`src/rtl/multiboot_pkg.sv`:
```
// Shared ICAP command words, sequencer state encoding and WBSTAR encoder
// for the multiboot warm-reboot sequencer.
package multiboot_pkg;

    localparam logic [31:0] ICAP_DUMMY      = 32'hFFFF_FFFF;
    localparam logic [31:0] ICAP_SYNC       = 32'hAA99_5566;
    localparam logic [31:0] ICAP_NOP        = 32'h2000_0000;
    localparam logic [31:0] ICAP_WBSTAR_HDR = 32'h3002_0001;
    localparam logic [31:0] ICAP_CMD_HDR    = 32'h3000_8001;
    localparam logic [31:0] ICAP_IPROG_CMD  = 32'h0000_000F;

    typedef enum logic [3:0] {
        ST_IDLE,
        ST_DUMMY,
        ST_SYNC,
        ST_NOP0,
        ST_WB_HDR,
        ST_WB_VAL,
        ST_CMD_HDR,
        ST_IPROG,
        ST_TAIL,
        ST_FIN
    } state_e;

    // 32-bit SPI mode drops the low byte; 24-bit mode keeps 29 address bits
    function automatic logic [31:0] wbstar_enc(input logic [31:0] addr,
                                               input logic        spi32);
        if (spi32) begin
            return {8'h00, addr[31:8]};
        end
        return {3'b000, addr[28:0]};
    endfunction

endpackage

```
`src/rtl/multiboot_addr_sel.sv`:
```
// Boot address selection: slot/override mux, slot range check and
// WBSTAR encoding. Purely combinational.
module multiboot_addr_sel
    import multiboot_pkg::*;
#(
    parameter int unsigned NUM_SLOTS   = 4,
    parameter int unsigned SLOT_W      = 2,
    parameter logic [31:0] BASE_ADDR   = 32'h0000_0000,
    parameter logic [31:0] SLOT_STRIDE = 32'h0040_0000,
    parameter bit          SPI_32BIT   = 1'b0
) (
    input  logic [SLOT_W-1:0] slot_i,
    input  logic              addr_ovr_en_i,
    input  logic [31:0]       addr_ovr_i,
    output logic              valid_o,
    output logic [31:0]       wbstar_o
);

    logic [31:0] slot_ext;
    logic [31:0] slot_addr;
    logic [31:0] addr;

    assign slot_ext  = 32'(slot_i);
    // Wraps modulo 2^32 by construction of the 32-bit datapath
    assign slot_addr = BASE_ADDR + slot_ext * SLOT_STRIDE;
    assign addr      = addr_ovr_en_i ? addr_ovr_i : slot_addr;
    assign valid_o   = addr_ovr_en_i || (slot_ext < NUM_SLOTS);
    assign wbstar_o  = wbstar_enc(addr, SPI_32BIT);

endmodule

```
`src/rtl/multiboot_icap_seq.sv`:
```
// Warm-reboot sequencer: streams the IPROG command sequence to an
// ICAPE2 wrapper with a run-time selected WBSTAR boot address.
module multiboot_icap_seq
    import multiboot_pkg::*;
#(
    parameter int unsigned NUM_SLOTS   = 4,
    parameter int unsigned SLOT_W      = 2,
    parameter logic [31:0] BASE_ADDR   = 32'h0000_0000,
    parameter logic [31:0] SLOT_STRIDE = 32'h0040_0000,
    parameter bit          SPI_32BIT   = 1'b0,
    parameter int unsigned TAIL_NOPS   = 9
) (
    input  logic              clk,
    input  logic              rst_n,
    input  logic              req,
    input  logic [SLOT_W-1:0] slot,
    input  logic              addr_ovr_en,
    input  logic [31:0]       addr_ovr,
    output logic              busy,
    output logic              done,
    output logic              err,
    output logic              icap_ce,
    output logic              icap_we,
    output logic [31:0]       icap_data
);

    state_e      state_q, state_d;
    logic [7:0]  cnt_q, cnt_d;
    logic [31:0] wbstar_q, wbstar_d;
    logic        busy_q, busy_d;
    logic        done_q, done_d;
    logic        err_q, err_d;
    logic        ce_q, ce_d;
    logic        we_q, we_d;
    logic [31:0] data_q, data_d;

    logic        sel_valid;
    logic [31:0] sel_wbstar;

    multiboot_addr_sel #(
        .NUM_SLOTS   (NUM_SLOTS),
        .SLOT_W      (SLOT_W),
        .BASE_ADDR   (BASE_ADDR),
        .SLOT_STRIDE (SLOT_STRIDE),
        .SPI_32BIT   (SPI_32BIT)
    ) u_addr_sel (
        .slot_i        (slot),
        .addr_ovr_en_i (addr_ovr_en),
        .addr_ovr_i    (addr_ovr),
        .valid_o       (sel_valid),
        .wbstar_o      (sel_wbstar)
    );

    always_comb begin
        state_d  = state_q;
        cnt_d    = cnt_q;
        wbstar_d = wbstar_q;
        err_d    = 1'b0;
        unique case (state_q)
            ST_IDLE: begin
                if (req) begin
                    if (sel_valid) begin
                        wbstar_d = sel_wbstar;
                        state_d  = ST_DUMMY;
                    end else begin
                        err_d = 1'b1;
                    end
                end
            end
            ST_DUMMY:   state_d = ST_SYNC;
            ST_SYNC:    state_d = ST_NOP0;
            ST_NOP0:    state_d = ST_WB_HDR;
            ST_WB_HDR:  state_d = ST_WB_VAL;
            ST_WB_VAL:  state_d = ST_CMD_HDR;
            ST_CMD_HDR: state_d = ST_IPROG;
            ST_IPROG: begin
                state_d = ST_TAIL;
                cnt_d   = 8'(TAIL_NOPS - 1);
            end
            ST_TAIL: begin
                if (cnt_q == 8'd0) begin
                    state_d = ST_FIN;
                end else begin
                    cnt_d = cnt_q - 8'd1;
                end
            end
            ST_FIN:     state_d = ST_IDLE;
            default:    state_d = ST_IDLE;
        endcase
    end

    // Output word is decoded from the next state so it is registered
    // and visible during that state's own cycle
    always_comb begin
        ce_d   = 1'b0;
        we_d   = 1'b0;
        data_d = ICAP_DUMMY;
        busy_d = (state_d != ST_IDLE);
        done_d = (state_d == ST_FIN);
        unique case (state_d)
            ST_SYNC:    data_d = ICAP_SYNC;
            ST_NOP0:    data_d = ICAP_NOP;
            ST_WB_HDR:  data_d = ICAP_WBSTAR_HDR;
            ST_WB_VAL:  data_d = wbstar_q;
            ST_CMD_HDR: data_d = ICAP_CMD_HDR;
            ST_IPROG:   data_d = ICAP_IPROG_CMD;
            ST_TAIL:    data_d = ICAP_NOP;
            default:    data_d = ICAP_DUMMY;
        endcase
        if (state_d inside {ST_SYNC, ST_NOP0, ST_WB_HDR, ST_WB_VAL,
                            ST_CMD_HDR, ST_IPROG, ST_TAIL}) begin
            ce_d = 1'b1;
            we_d = 1'b1;
        end
    end

    always_ff @(posedge clk or negedge rst_n) begin
        if (!rst_n) begin
            state_q  <= ST_IDLE;
            cnt_q    <= 8'd0;
            wbstar_q <= 32'd0;
            busy_q   <= 1'b0;
            done_q   <= 1'b0;
            err_q    <= 1'b0;
            ce_q     <= 1'b0;
            we_q     <= 1'b0;
            data_q   <= ICAP_DUMMY;
        end else begin
            state_q  <= state_d;
            cnt_q    <= cnt_d;
            wbstar_q <= wbstar_d;
            busy_q   <= busy_d;
            done_q   <= done_d;
            err_q    <= err_d;
            ce_q     <= ce_d;
            we_q     <= we_d;
            data_q   <= data_d;
        end
    end

    assign busy      = busy_q;
    assign done      = done_q;
    assign err       = err_q;
    assign icap_ce   = ce_q;
    assign icap_we   = we_q;
    assign icap_data = data_q;

endmodule

```
`config.mk`:
```
export PLATFORM = sky130hd
export DESIGN_NAME = multiboot_icap_seq
export DESIGN_NICKNAME = d
export VERILOG_FILES = /design/src/rtl/multiboot_pkg.sv /design/src/rtl/multiboot_addr_sel.sv /design/src/rtl/multiboot_icap_seq.sv
export SDC_FILE = /design/constraint.sdc
export NUM_CORES = 1
export LEC_CHECK = 0
export CAP_MARGIN = 0
export CORE_MARGIN = 4
export CORE_UTILIZATION = 49
export CTS_BUF_LIST = sky130_fd_sc_hd__clkbuf_16
export CTS_CLUSTER_SIZE = 14
export DETAILED_ROUTE_END_ITERATION = 8
export GPL_ROUTABILITY_DRIVEN = 0
export PLACE_DENSITY_LB_ADDON = 0.12
export SLEW_MARGIN = 20
export SYNTH_ARGS = -nofsm -noshare
export SYNTH_HDL_FRONTEND = slang
export SYNTH_SLANG_ARGS = --single-unit
```
`constraint.sdc`:
```
create_clock -name clk -period 2.4 [get_ports clk]
set_input_delay 0.48 -clock clk [delete_from_list [all_inputs] [get_ports clk]]
set_output_delay 0.48 -clock clk [all_outputs]
set_load 0.005 [all_outputs]
```
Word-level counts from Yosys, hierarchy flattened
Index checks and enable logic that the tools add are counted.
{"block": "word_totals", "out_inout_bits": 37, "rom_bits": 0, "elab_cells": 48, "register_bits": 77, "in_bits": 38, "latch_bits": 0, "mem_bits_rw": 0, "n_memories": 0}
{"block": "op_classes", "bitwise_logic": 0, "add_sub_neg": 1, "n_eq_ne": 17, "reduce_logical": 9, "shift": 0, "n_div": 0, "muxes": 12, "magnitude_cmp": 1, "n_mul": 0}
{"op": "32-bit case mux with 6 select lines", "count": 1}
{"op": "4-bit case mux with 9 select lines", "count": 1}
{"op": "4-bit by 3-bit == test with 1-bit output, second input constant", "count": 8}
{"op": "29-bit 2-to-1 mux", "count": 1}
{"op": "4-bit by 2-bit == test with 1-bit output, second input constant", "count": 4}
{"op": "8-bit case mux with 2 select lines", "count": 1}
{"op": "4-bit == test, second input constant", "count": 3}
{"op": "4-bit 2-to-1 mux", "count": 3}
{"op": "8-bit logical NOT", "count": 1}
{"op": "8-bit 2-to-1 mux", "count": 1}
{"op": "8-bit by 1-bit subtractor with 8-bit output, second input constant", "count": 1}
{"op": "7-bit nonzero test", "count": 1}
{"op": "4-bit by 1-bit == test with 1-bit output, second input constant", "count": 1}
{"op": "4-bit logical NOT", "count": 1}
{"op": "1-bit 2-to-1 mux", "count": 4}
{"op": "4-bit nonzero test", "count": 1}
{"op": "2-bit by 3-bit < comparator with 1-bit output, second input constant", "count": 1}
{"op": "3-bit AND reduction", "count": 1}
{"op": "2-bit inequality test, second input constant", "count": 1}
{"op": "2-bit AND reduction", "count": 1}
{"op": "2-bit nonzero test", "count": 1}
{"op": "2-bit OR reduction", "count": 1}
{"op": "1-bit logical OR", "count": 1}

Depth between registers and ports, before layout
{"block": "depth", "word_depth": 8, "depth_mapped": 7, "ltp_nobuf": 6}

By module
A second synthesis with hierarchy kept.
{"block": "unflattened", "hier_cells": 293, "hier_area_um2": 3455.8}
{"mod": "multiboot_icap_seq", "n_inst": 1, "area_per_inst_um2": 3191.8, "cells_per_inst": 255, "seq_area_each_um2": 2042.0}
{"mod": "multiboot_addr_sel", "n_inst": 1, "area_per_inst_um2": 264.0, "cells_per_inst": 38, "seq_area_each_um2": 0.0}

Worst setup path after synthesis
OpenSTA, ideal clock, no wires.
{"block": "synth_path", "path_type": "register to register", "from": "register cnt_q[4]", "to": "register data_q[17] (netlist: icap_data[17])", "path_slack_ns": 0.495, "setup_ns": 0.070, "period_less_slack_ns": 1.905, "n_path_buf": 2, "required_ns": 2.330, "t_arrival_ns": 1.834, "path_stages_with_launch": 7, "path_cell_list": "dfrtp_1 -> or4_4 -> buf_6 -> o31ai_4 -> o21a_4 -> buf_8 -> o21bai_2"}
{"block": "synth_via", "elab_chain_len": 6, "word_cells_on_any_way": 12, "classes_between": "eq/ne: 7; mux: 3; reduce/logical: 2"}
{"element": "start, declared", "line": "multiboot_icap_seq.sv:28", "rtl": "logic [7:0] cnt_q, cnt_d;"}
{"element": "start signal, assigned", "line": "multiboot_icap_seq.sv:130", "rtl": "cnt_q <= cnt_d;"}
{"element": "8-bit logical NOT *", "line": "multiboot_icap_seq.sv:81", "rtl": "if (cnt_q == 8'd0) begin"}
{"element": "4-bit 2-to-1 mux *", "line": "multiboot_icap_seq.sv:81"}
{"element": "4-bit case mux with 9 select lines *", "line": "multiboot_icap_seq.sv:59", "rtl": "unique case (state_q)"}
{"element": "4-bit by 2-bit == test with 1-bit output / 4-bit == test (equally long branches)", "line": "multiboot_icap_seq.sv:100", "rtl": "unique case (state_d)"}
{"element": "2-bit OR reduction (no line)"}
{"element": "32-bit case mux with 6 select lines *", "line": "multiboot_icap_seq.sv:100"}
{"element": "net data_d[17]", "line": "multiboot_icap_seq.sv:35", "rtl": "logic [31:0] data_q, data_d;"}
{"element": "end signal, assigned", "line": "multiboot_icap_seq.sv:137", "rtl": "data_q <= data_d;"}
{"element": "end, declared", "line": "multiboot_icap_seq.sv:35"}
The timed path passes the listed nets; every way through them passes the cells marked *.
A chain may end at the register's enable or synchronous reset.

Worst setup path after layout
{"block": "layout_path", "from": "register state_q[2]", "to": "register cnt_q[7]"}
{"block": "layout_via", "elab_chain_len": 3, "word_cells_on_any_way": 6, "classes_between": "eq/ne: 3; mux: 1; reduce/logical: 2"}
{"element": "start, declared", "line": "multiboot_icap_seq.sv:27", "rtl": "state_e state_q, state_d;"}
{"element": "start signal, assigned", "line": "multiboot_icap_seq.sv:129", "rtl": "state_q <= state_d;"}
{"element": "4-bit == test / 4-bit by 3-bit == test with 1-bit output (equally long branches)", "line": "multiboot_icap_seq.sv:59"}
{"element": "2-bit inequality test (no line) / 2-bit nonzero test (equally long branches)"}
{"element": "2-bit AND reduction (no line)"}
Parallel ways exist; a longest one is shown, timed or not.

==> reports/results.txt <==
Pins Over Slew Limit -> 0
Total Routed Length -> 6.49 mm
CTS H-tree lvls -> 3
Synth unique cells -> 47
Initial Util -> 50.4%
IO buf count -> 70
Startpoint Class -> register
Period utilisation layout -> 79.4%
Final Skew -> 0.00946 ns
Clock Power Share -> 22.0%
Post-synth ARST share -> 100%
Max-cap violations -> 0
Post-synth EDFFs -> 0
Dpl ws -> 0.533 ns
Worst hold margin -> 0.158 ns
Register area share after synthesis -> 61.0%
Slew HR -> 56.5%
Commonest non-fill, non-tap cell in the layout -> nand2_1
Worst setup margin -> 0.493 ns
Rows -> 29
Max IR drop VDD -> 707 µV
Syn. warnings -> 0
Die H -> 88.6 µm
Initial DRC Count -> 136
CTS tree -> built
Final worst path period need -> 1.91 ns
Post-DP Area -> 3960 µm²
ANT cells -> 0
Share of layout cells above drive strength 1 -> 17.7%
Mean routed wirelength per cell -> 14.3 µm
Register area -> 1940 µm²
Crit path max fanout -> 6
Setup Viol. Count Final -> 0
Syn nets -> 344
Initial antenna violation count -> 0
CTS sink count -> 76
Setup TNS Final -> 0 ns
Hold WC Path Type -> in2async
Worst slew pin tran -> 0.653 ns
WS Path Type -> reg2reg
Top_reg_cell synth -> dfrtp_1
Clock latency on the worst-skew pair -> 0.32 ns
CP endpoint kind -> register
Vias/cell -> 5.11
Post-CTS Hold Buffers -> 0
DRC -> 0
P_sw -> 1.83 mW
Cell Area, Synth -> 3180 µm²
Core Region -> 6310 µm²
Clk pin slew, worst setup/hold paths -> 0.05 ns
Area of the die -> 7850 µm²
Fill cell count -> 490
Layout Utilization -> 67.3%
Final hold vios -> 0
Die Width -> 88.6 µm
Post-Syn Area per Cell -> 10.4 µm²
#FFs+latches synth -> 76
DRT Pass-1 Iters -> 4
CP arrival -> 2.14 ns
Area Growth Syn to Fin -> 33.5%
Sw frac -> 31.8%
Root buf cell -> clkbuf_16
Leakage -> 1.89 nW
Grt ovf -> 0
First-pass GRT wire length -> 10.5 mm
Largest net degree at the start of global routing -> 59
Vias in the first global route -> 2,210
IO Pins -> 75
Post-route cell area -> 4250 µm²
Fmax -> 524 MHz
CP required -> 2.64 ns
RSZ-0062 raised after global routing -> no
Run status -> finished clean
Detail Route Antenna Nets -> 0
Most frequent cells in the layout -> nand2_1 (85), clkdlybuf4s50_1 (69), dfrtp_1 (44), o21ai_0 (34), dfstp_2 (32)
CTS resizes -> 0
Final std cells w/o fill -> 455
GRT Util Overall -> 17.6%
Via count -> 2,325
TritonCTS buffer count -> 9
Final-stage net count -> 412
HPWL after DPL -> 4.36 mm
Combinational power share -> 36.9%
Multi-input logic area -> 1110 µm²
Power share of the sequential group -> 41.1%
Synthesized instance count -> 305
CTS Buffer Depth -> 2
Total power -> 5.77 mW
Placed cells -> 439
Post-CTS setup buffers -> 0
Pwr/cell area -> 1360 nW/µm²
Int Pwr -> 3.94 mW
-- cell families (layout without fill, tap and decap cells) --
| kind of cell | count (synthesis) | in the layout | share of synthesized area, % |
|---|---|---|---|
| simple gates | 122 | 122 | 17.3 |
| flops | 76 | 76 | 61.0 |
| compound gates | 70 | 70 | 14.8 |
| buf+inv | 28 | 101 | 4.24 |
| mux | 4 | 4 | 1.26 |
| xor+xnor | 3 | 3 | 0.826 |
| fa+ha+maj | 1 | 1 | 0.393 |
| other cells | 1 | 1 | 0.118 |
-- area by class of cell --
class	count	area share (%)
Sequential cell	76	45.7
Multi-Input combinational cell	201	26.1
Timing Repair Buffer	80	18.8
Clock buffer	9	5.30
Tap cell	77	2.27
Clock inverter	7	1.41
Inverter	5	0.442
-- Yosys cell counts (2+ instances only) --
cell      count  area (µm²)
a21boi_0      3        22.5
xor2_1        2        17.5
a21o_1       10        75.1
dfrtp_1      44        1100
buf_4         2        15.0
nand2b_1      3        18.8
nor2_1       13        48.8
o21a_1        4        30.0
o31ai_1       4        30.0
nand2_1      85         319
a31oi_1       3        18.8
buf_2         3        15.0
a21oi_1       2        10.0
nand3_1       2        10.0
clkbuf_1     14        52.6
or4_1         4        30.0
buf_1         2        7.51
dfstp_2      32         841
nor3_1        4        20.0
or3b_2        2        17.5
inv_1         5        18.8
mux2i_1       4        40.0
o21ai_0      34         170
-- critical path, stage by stage (launching register included) --
cell and delay [ns]:
dfrtp_1 0.47, nor4b_4 0.38, o211ai_1 0.28, or4_1 0.53, a21boi_0 0.17
-- sequential cells by signal, indices dropped and copies added, names as in the netlist --
signal	count
busy	1
cnt_q	8
done	1
icap_data	32
icap_we	1
state_q	4
wbstar_q	29
-- metal layers --
| metal | part of all wire [%] | GRT usage (%) |
|---|---|---|
| met3 | 5.7 | 3.91 |
| met4 | 1.1 | 7.42 |
| met5 | 0 | 0 |
| met1 | 45 | 24.9 |
| met2 | 48 | 26.4 |
-- power by group through the flow --
stage | combinational (mW) | sequential [mW] | clock [mW]
final | 2.13 | 2.37 | 1.27
after global routing | 2.39 | 2.44 | 1.35
after CTS | 2.17 | 2.38 | 1.29
after detailed placement | 2.15 | 2.38 | 0
after global placement | 2.08 | 2.36 | 0
after floorplan | 1.27 | 2.34 | 0
-- worst paths after layout --
path | start | to | cells after the start | slack (ns)
worst min-delay path | rst_n | cnt_q[0] | 1 | 0.16
max in group asynchronous | rst_n | icap_data[18] | 2 | 1.60
worst min register to register | wbstar_q[0] | wbstar_q[0] | 2 | 0.48
min in group clk | wbstar_q[0] | wbstar_q[0] | 2 | 0.48
worst max register to register | state_q[2] | cnt_q[7] | 4 | 0.49
worst max-delay path | state_q[2] | cnt_q[7] | 4 | 0.49
Power figures use the tool's default switching activity.
